$ cat config.mk
export PLATFORM = sky130hd
export DESIGN_NAME = alu_sequencer
export DESIGN_NICKNAME = d
export VERILOG_FILES = /design/src/rtl/alu_pkg.sv /design/src/rtl/alu_regfile.sv /design/src/rtl/alu_sequencer.sv
export SDC_FILE = /design/constraint.sdc
export NUM_CORES = 1
export LEC_CHECK = 0
export BUFFER_PORTS_ARGS = -buffer_cell sky130_fd_sc_hd__buf_4
export CAP_MARGIN = 10
export CORE_MARGIN = 3
export CORE_UTILIZATION = 55
export CTS_BUF_LIST = sky130_fd_sc_hd__clkbuf_16
export CTS_CLUSTER_SIZE = 8
export DETAILED_ROUTE_END_ITERATION = 6
export PLACE_DENSITY = 0.81
export SYNTH_ARGS = -nofsm -noshare
export SYNTH_HDL_FRONTEND = slang
export SYNTH_SLANG_ARGS = --single-unit
$ cat constraint.sdc
create_clock -name clk -period 4.8 [get_ports clk]
set_input_delay 0.96 -clock clk [delete_from_list [all_inputs] [get_ports clk]]
set_output_delay 0.96 -clock clk [all_outputs]
set_load 0.01 [all_outputs]
$ cat src/rtl/alu_pkg.sv
// rtl/alu_pkg.sv - shared widths, FSM encoding and PSR bit layout for the ALU sequencer
// Purpose: single source for the datapath/opcode/address widths, the
//          sequencer state encoding and the PSR bit positions.
// Ports  : none (package).
package alu_pkg;

  localparam int DATA_W = 16;
  localparam int OP_W   = 8;
  localparam int ADDR_W = 4;

  localparam logic [1:0] ST_IDLE = 2'd0;
  localparam logic [1:0] ST_READ = 2'd1;
  localparam logic [1:0] ST_EXEC = 2'd2;
  localparam logic [1:0] ST_WB   = 2'd3;

  localparam int PSR_C = 0;
  localparam int PSR_L = 1;
  localparam int PSR_F = 2;
  localparam int PSR_Z = 3;
  localparam int PSR_N = 4;

endpackage

$ cat src/rtl/alu_regfile.sv
// rtl/alu_regfile.sv - 2**ADDR_W x DATA_W register file, two async reads + debug read, one sync write
// Purpose: operand storage for the ALU sequencer.
// Ports  : clk, reset_n (async clear)
//          i_raddr_a/o_rdata_a, i_raddr_b/o_rdata_b : operand read ports
//          i_dbg_addr/o_dbg_data                    : debug read port
//          i_we, i_waddr, i_wdata                   : write port (rising edge)
module alu_regfile
  import alu_pkg::*;
#(
  parameter int RF_DATA_W = alu_pkg::DATA_W,
  parameter int RF_ADDR_W = alu_pkg::ADDR_W
) (
  input  logic                 clk,
  input  logic                 reset_n,
  input  logic [RF_ADDR_W-1:0] i_raddr_a,
  output logic [RF_DATA_W-1:0] o_rdata_a,
  input  logic [RF_ADDR_W-1:0] i_raddr_b,
  output logic [RF_DATA_W-1:0] o_rdata_b,
  input  logic [RF_ADDR_W-1:0] i_dbg_addr,
  output logic [RF_DATA_W-1:0] o_dbg_data,
  input  logic                 i_we,
  input  logic [RF_ADDR_W-1:0] i_waddr,
  input  logic [RF_DATA_W-1:0] i_wdata
);

  localparam int DEPTH = 2 ** RF_ADDR_W;

  logic [RF_DATA_W-1:0] r_mem [DEPTH];

  always_ff @(posedge clk or negedge reset_n) begin
    if (!reset_n) begin
      for (int i = 0; i < DEPTH; i++) begin
        r_mem[i] <= '0;
      end
    end else if (i_we) begin
      r_mem[i_waddr] <= i_wdata;
    end
  end

  // Reads are combinational, so a write is seen on the cycle after it lands.
  assign o_rdata_a  = r_mem[i_raddr_a];
  assign o_rdata_b  = r_mem[i_raddr_b];
  assign o_dbg_data = r_mem[i_dbg_addr];

endmodule

$ cat src/rtl/alu_sequencer.sv
// rtl/alu_sequencer.sv - four-state controller sequencing one instruction through an external ALU
// Purpose: accept an instruction, fetch operands, drive the ALU, capture C and
//          status, write back and update the PSR.
// Ports  : clk, reset_n (async, active low)
//          instr_valid/instr_ready + instr_* fields : instruction handshake
//          alu_a, alu_b, alu_opcode                  : registered ALU drive
//          alu_c + alu_{carry,flag,low,negative,zero}: ALU results
//          psr {N,Z,F,L,C}, done (one-cycle retire pulse)
//          dbg_addr/dbg_data                         : combinational regfile peek
module alu_sequencer
  import alu_pkg::*;
#(
  parameter int DATA_W = alu_pkg::DATA_W,
  parameter int OP_W   = alu_pkg::OP_W,
  parameter int ADDR_W = alu_pkg::ADDR_W
) (
  input  logic              clk,
  input  logic              reset_n,
  input  logic              instr_valid,
  output logic              instr_ready,
  input  logic [OP_W-1:0]   instr_opcode,
  input  logic [ADDR_W-1:0] instr_rdest,
  input  logic [ADDR_W-1:0] instr_rsrc,
  input  logic [DATA_W-1:0] instr_imm,
  input  logic              instr_use_imm,
  input  logic              instr_wb,
  output logic [DATA_W-1:0] alu_a,
  output logic [DATA_W-1:0] alu_b,
  output logic [OP_W-1:0]   alu_opcode,
  input  logic [DATA_W-1:0] alu_c,
  input  logic              alu_carry,
  input  logic              alu_flag,
  input  logic              alu_low,
  input  logic              alu_negative,
  input  logic              alu_zero,
  output logic [4:0]        psr,
  output logic              done,
  input  logic [ADDR_W-1:0] dbg_addr,
  output logic [DATA_W-1:0] dbg_data
);

  logic [1:0]        r_state;
  logic [OP_W-1:0]   r_opcode;
  logic [ADDR_W-1:0] r_rdest;
  logic [ADDR_W-1:0] r_rsrc;
  logic [DATA_W-1:0] r_imm;
  logic              r_use_imm;
  logic              r_wb;
  logic [DATA_W-1:0] r_alu_a;
  logic [DATA_W-1:0] r_alu_b;
  logic [OP_W-1:0]   r_alu_opcode;
  logic [DATA_W-1:0] r_result;
  logic [4:0]        r_flags;
  logic [4:0]        r_psr;
  logic              r_done;

  logic [DATA_W-1:0] w_rd_a;
  logic [DATA_W-1:0] w_rd_b;
  logic              w_we;

  assign w_we = (r_state == ST_WB) && r_wb;

  alu_regfile #(
    .RF_DATA_W (DATA_W),
    .RF_ADDR_W (ADDR_W)
  ) u_regfile (
    .clk        (clk),
    .reset_n    (reset_n),
    .i_raddr_a  (r_rdest),
    .o_rdata_a  (w_rd_a),
    .i_raddr_b  (r_rsrc),
    .o_rdata_b  (w_rd_b),
    .i_dbg_addr (dbg_addr),
    .o_dbg_data (dbg_data),
    .i_we       (w_we),
    .i_waddr    (r_rdest),
    .i_wdata    (r_result)
  );

  always_ff @(posedge clk or negedge reset_n) begin
    if (!reset_n) begin
      r_state      <= ST_IDLE;
      r_opcode     <= '0;
      r_rdest      <= '0;
      r_rsrc       <= '0;
      r_imm        <= '0;
      r_use_imm    <= 1'b0;
      r_wb         <= 1'b0;
      r_alu_a      <= '0;
      r_alu_b      <= '0;
      r_alu_opcode <= '0;
      r_result     <= '0;
      r_flags      <= '0;
      r_psr        <= '0;
      r_done       <= 1'b0;
    end else begin
      r_done <= 1'b0;
      case (r_state)
        ST_IDLE: begin
          if (instr_valid) begin
            r_opcode  <= instr_opcode;
            r_rdest   <= instr_rdest;
            r_rsrc    <= instr_rsrc;
            r_imm     <= instr_imm;
            r_use_imm <= instr_use_imm;
            r_wb      <= instr_wb;
            r_state   <= ST_READ;
          end
        end
        ST_READ: begin
          r_alu_a      <= w_rd_a;
          r_alu_b      <= r_use_imm ? r_imm : w_rd_b;
          r_alu_opcode <= r_opcode;
          r_state      <= ST_EXEC;
        end
        ST_EXEC: begin
          r_result              <= alu_c;
          r_flags[PSR_N]        <= alu_negative;
          r_flags[PSR_Z]        <= alu_zero;
          r_flags[PSR_F]        <= alu_flag;
          r_flags[PSR_L]        <= alu_low;
          r_flags[PSR_C]        <= alu_carry;
          // done is registered here so it is high exactly during WB.
          r_done                <= 1'b1;
          r_state               <= ST_WB;
        end
        ST_WB: begin
          r_psr   <= r_flags;
          r_state <= ST_IDLE;
        end
        default: r_state <= ST_IDLE;
      endcase
    end
  end

  assign instr_ready = (r_state == ST_IDLE);
  assign alu_a       = r_alu_a;
  assign alu_b       = r_alu_b;
  assign alu_opcode  = r_alu_opcode;
  assign psr         = r_psr;
  assign done        = r_done;

endmodule

==> impl_metrics.yaml, run 1 <==
worst_setup_path:
  cp-end-kind: "primary output"
  critPathTopFamily: "multiplexers"
  critical_path.startpoint: "dbg_addr[0]"
  slowest_stage: "mux4_2"
  crit_fanout: 17
  arrival_ps: 2910
  path_buf_inv: 3
  cpMostUsedCell: "buf_4"
  crit_required_ps: 3840
  crit_type: "in2out"
  r2r_cells: 4
  crit_path_start_kind: "input pin"
  path_cells: "buf_4 > buf_4 > mux4_2 > mux4_2 > buf_4"
  crit_cells: 5
  slowest_delay_ps: 550
  r2r_start: "r_rdest[0]"
sta:
  fin_hold_ws_ps: 429
  worst_slew_pin_slew_ps: 1320
  min_period_ps: 3870
  max_slew_margin: 0.122
  setup_viol: 0
  period_share: 0.807
  fmax_mhz: 258
  skew_ps: 19.3
  rsz0062_at_grt: "no"
  final.setup.tns_ps: 0
  hold_viol_final: 0
  drv_slew: 0
yosys:
  syn_area_per_cell_um2: 15.0
  synth_cell_types: 37
  synth_flop_cell: "dfrtp_1"
  yosys.area.top_type_share: 0.461
  yosys_warnings: 0
  synth_area_um2: 19500
  synth_top_area_cell: "dfrtp_1"
  yosys-top-cells-area: "dfrtp_1 (46%), mux4_2 (20%), mux2_2 (18%)"
  syn_nets: 1360
  synthArstFlopShare: 1.00
  ys_ff_latch: 359
  synth_edf_count: 0
  syn_inst: 1294
  ys_seq_area_frac: 0.461
global_route:
  grt_util_met1: 0.400
  grt_antenna_before_repair: 0
  busiest_layer: "met2"
  overflow: 0
  grt_max_degree: 108
  grt_pass1_wl_um: 84200
  grt_pass1_vias: 13500
  globalRouteMet3Util: 0.0745
  track_usage: 0.291
  met2_usage: 0.449
layout:
  fillers: 2437
  drive_above_1_share: 0.529
  final_cells: 1851
  fin_nets: 1456
  seq_area_um2: 8990
  num_antenna_cells: 0
  fin_util: 0.635
  multi_input_area_um2: 9930
  area_growth_pct: 13.3
cts:
  clkSinkCount: 359
  root_buffer: "clkbuf_16"
  clock_path_buffers: 3
  cts_resized: 0
  clock_latency_ps: 560
  ctsHtreeMaxLevel: 2
  cts_made_buffers: 50
  hold_buffers: 0
  cts.clk_slew.worst_paths_ps: 50
  cts_tree: "done"
  cts_setup_buffers: 0
floorplan:
  num_io_pins: 125
  die_x_um: 194
  rows: 68
  fp.dieH_um: 194
  start_util: 0.561
  core_area_um2: 34700
  die_area_um2: 37700
routing:
  totalWireLength_um: 55000
  ant_nets: 0
  drc: 0
  wl_per_cell_um: 29.7
  dr_total_vias: 13000
  via_per_inst: 7.01
  drtPass1Iterations: 5
  drt-initial-drc-count: 1532
placement:
  port_buffers: 124
  dp_hpwl_um: 33700
  dp.cells: 1793
  place_congestion: 0.894
hold_path:
  hold_class: "in2async"
power:
  ir_drop_uv: 458
  p_leak_nw: 9.73
  powerDensity_nw_per_um2: 685
run:
  max-cap-violations: 0
status:
  status: "completed"
-- layout by cell type, fill, tap and decap left out, types with 17 or more instances in the layout --
| cell type | instances |
|---|---|
| nor2_1 | 20 |
| clkbuf_16 | 50 |
| o21ai_0 | 17 |
| mux2i_1 | 80 |
| mux4_2 | 176 |
| dfrtp_1 | 355 |
| nand2_1 | 67 |
| a22oi_1 | 48 |
| buf_4 | 157 |
| mux2_2 | 314 |
-- flip-flops by register name, indices dropped and copies added, names as in the netlist, 2 cells and up --
signal,cells
r_rsrc,4
r_rdest,4
alu_b,16
r_opcode,8
r_imm,16
r_result,16
alu_a,16
r_flags,5
r_state,2
alu_opcode,8
psr,5
u_regfile.r_mem,256
-- cells in the mapped netlist (2+ instances only) --
library cell  count
nand2_1          68
mux4_2          176
mux2_4           10
a31oi_1          16
dfrtp_1         359
nor2b_1           3
buf_2            35
inv_1             3
buf_6             6
o21ai_0          17
mux2i_1          80
mux2_2          314
a22oi_1          48
buf_1            15
nor3_2            3
o211ai_1         16
nand4_1          16
buf_4            21
nor2_2            9
ha_1              4
nor2_1           20
nand4b_1          2
clkbuf_1         39
-- path summary, 6_finish.rpt --
check | to | slack [ps]
min in group clk | r_opcode[1] | 500
setup / recovery | dbg_data[11] | 930
hold / removal | r_flags[2] | 430
hold reg to reg | r_opcode[1] | 500
setup reg to reg | u_regfile.r_mem[40] | 1720
max in group asynchronous | alu_a[9] | 3260
-- where the power goes --
group	total (W)	internal (W)	switching, W
sequential	0.00616	0.00431	0.00184
combinational	0.00587	0.00333	0.00254
clock	0.00308	0.00183	0.00125
-- layout make-up --
class | instances | area share
multi-input combinational | 815 | 0.450
sequential | 359 | 0.408
timing repair buffer | 161 | 0.0568
clock buffer | 50 | 0.0567
tap | 455 | 0.0258
clock inverter | 8 | 0.00238
inverter | 3 | 0.000510
-- logic make-up (layout without fill, tap and decap cells) --
group / count (synthesis) / count (layout) / share of synthesized area
flops: 359 / 359 / 0.461
buf+inv: 120 / 222 / 0.0326
compound gates: 99 / 99 / 0.0348
mux: 580 / 580 / 0.434
simple gates: 132 / 132 / 0.0348
fa+ha+maj: 4 / 4 / 0.00257
-- metal layers --
layer | part of all wire | vias to the layer above
met1 | 0.39 | 6813
met5 | 0 | -
met4 | 0.044 | 0
li1 | - | 5191
met2 | 0.47 | 796
met3 | 0.098 | 170
-- stage by stage --
stage / setup slack (ps) / instance area [um2] / total power (W)
after CTS: 870 / 22100 / 0.0151
final: 928 / 22100 / 0.0151
after global routing: 808 / 22100 / 0.0158
after floorplan: 1400 / 19500 / 0.00981
after global placement: 938 / 20800 / 0.0117
after detailed placement: 870 / 20800 / 0.0119
(Power assumes the default switching activity.)
==> run 2: changes to the inputs <==
==> constraint.sdc (replaced) <==
create_clock -name clk -period 3.9 [get_ports clk]
set_input_delay 0.78 -clock clk [delete_from_list [all_inputs] [get_ports clk]]
set_output_delay 0.78 -clock clk [all_outputs]
set_load 0.01 [all_outputs]
==> impl_metrics.yaml, run 2 (same netlist as run 1, synthesis figures left out) <==
status:
  status: "completed"
cts:
  clkSinkCount: 359
  cts_resized: 0
  ctsHtreeMaxLevel: 2
  cts_tree: "done"
  hold_buffers: 0
  clock_path_buffers: 3
  cts.clk_slew.worst_paths_ps: 50
  cts_setup_buffers: 0
  clock_latency_ps: 570
  cts_made_buffers: 50
  root_buffer: "clkbuf_16"
routing:
  drc: 0
  ant_nets: 0
  dr_total_vias: 13000
  drtPass1Iterations: 7
  via_per_inst: 6.97
  wl_per_cell_um: 29.5
  drt-initial-drc-count: 1434
  totalWireLength_um: 55100
hold_path:
  hold_class: "in2async"
worst_setup_path:
  path_buf_inv: 3
  r2r-end: "u_regfile.r_mem[82]"
  slowest_stage: "mux4_2"
  path_cells: "buf_4 > buf_12 > mux4_2 > mux4_2 > buf_4"
  arrival_ps: 2530
  crit_required_ps: 3120
  cp-end-kind: "primary output"
  r2r_start: "r_state[0]"
  crit_cells: 5
  crit_path_start_kind: "input pin"
  r2r_cells: 5
  crit_type: "in2out"
  critPathTopFamily: "buffers and inverters"
  slowest_delay_ps: 520
  rrSetupSlack_ps: 850
  crit_fanout: 31
  critical_path.startpoint: "dbg_addr[1]"
  critPathCapture: "dbg_data[6]"
power:
  swShare: 0.374
  ir_drop_uv: 552
  power.switching_w: 0.00700
  intPower_w: 0.0117
  powerDensity_nw_per_um2: 841
  p_leak_nw: 9.85
  p_seq_frac: 0.403
  pwr-share-comb: 0.392
  p_clk_frac: 0.205
run:
  max-cap-violations: 0
floorplan:
  core_area_um2: 34700
  rows: 68
  num_io_pins: 125
  fp.dieH_um: 194
  die_area_um2: 37700
  start_util: 0.561
  die_x_um: 194
sta:
  period_share: 0.848
  skew_ps: 18.5
  worst_slew_pin_slew_ps: 1050
  max_slew_margin: 0.300
  fin_hold_ws_ps: 202
  rsz0062_at_grt: "no"
  final.setup.tns_ps: 0
  min_period_ps: 3310
  setup_viol: 0
  drv_slew: 0
  hold_viol_final: 0
  fmax_mhz: 302
  fin_ws_ps: 591
global_route:
  grt_max_degree: 92
  grt_pass1_wl_um: 84900
  track_usage: 0.292
  grt_antenna_before_repair: 0
  grt_pass1_vias: 13600
  overflow: 0
placement:
  dp.cells: 1809
  dp_hpwl_um: 35200
  port_buffers: 124
  place_congestion: 0.894
  placed_area_um2: 20900
  place_ws_ps: 626
layout:
  regMostFlops: "u_regfile.r_mem"
  area_growth_pct: 14.3
  final_common_cell: "dfrtp_1"
  final_cell_mix: "dfrtp_1 (355), mux2_2 (314), mux4_2 (176)"
  final_cells: 1867
  final_area_um2: 22300
  num_antenna_cells: 0
  largest_reg_flops: 256
  drive_above_1_share: 0.535
  fin_nets: 1472
==> run 2: area by class of cell <==
cell class	count	area [um2]
Clock buffer	50	1250
Clock inverter	8	75.1
Fill cell	2467	12500
Inverter	3	11.3
Multi-Input combinational cell	815	9910
Sequential cell	359	8990
Tap cell	455	569
Timing Repair Buffer	177	1440
==> run 2: per-stage QoR <==
step           utilization  total power, W
2_1_floorplan            -          0.0121
3_3_place_gp         0.603          0.0144
3_5_place_dp         0.603          0.0148
4_1_cts              0.641          0.0187
5_1_grt              0.641          0.0196
6_report             0.641          0.0187
==> run 2: worst register-to-register path: cells and delay by family (launching register included) <==
kind / cells / cell delay, ps
mux: 1 / 360
simple gates: 2 / 1190
buf+inv: 1 / 360
flops: 1 / 430
fa+ha+maj: 1 / 600
==> run 2: per-layer routing <==
metal,part of all wire,vias to the layer above,GRT usage
met2,0.46,793,0.450
met5,0,-,0
met4,0.040,0,0.106
met3,0.10,157,0.0759
met1,0.40,6830,0.408
li1,-,5237,-
==> run 2: worst min path at each step <==
| stage | from | to | slack, ps |
|---|---|---|---|
| after floorplan | r_opcode[0] | alu_opcode[0] | 470 |
| after global routing | reset_n | u_regfile.r_mem[161] | 250 |
| after CTS | reset_n | u_regfile.r_mem[193] | 230 |
| final | reset_n | u_regfile.r_mem[161] | 200 |
| after global placement | r_opcode[1] | alu_opcode[1] | 480 |
| after detailed placement | r_opcode[6] | r_opcode[6] | 490 |
==> run 2: power by group through the flow <==
stage / logic, W / clock network [W] / registers (W)
floorplan: 0.00567 / 0 / 0.00641
global route: 0.00780 / 0.00404 / 0.00776
global placement: 0.00706 / 0 / 0.00737
detailed placement: 0.00728 / 0 / 0.00748
finish: 0.00734 / 0.00384 / 0.00754
CTS: 0.00733 / 0.00389 / 0.00745
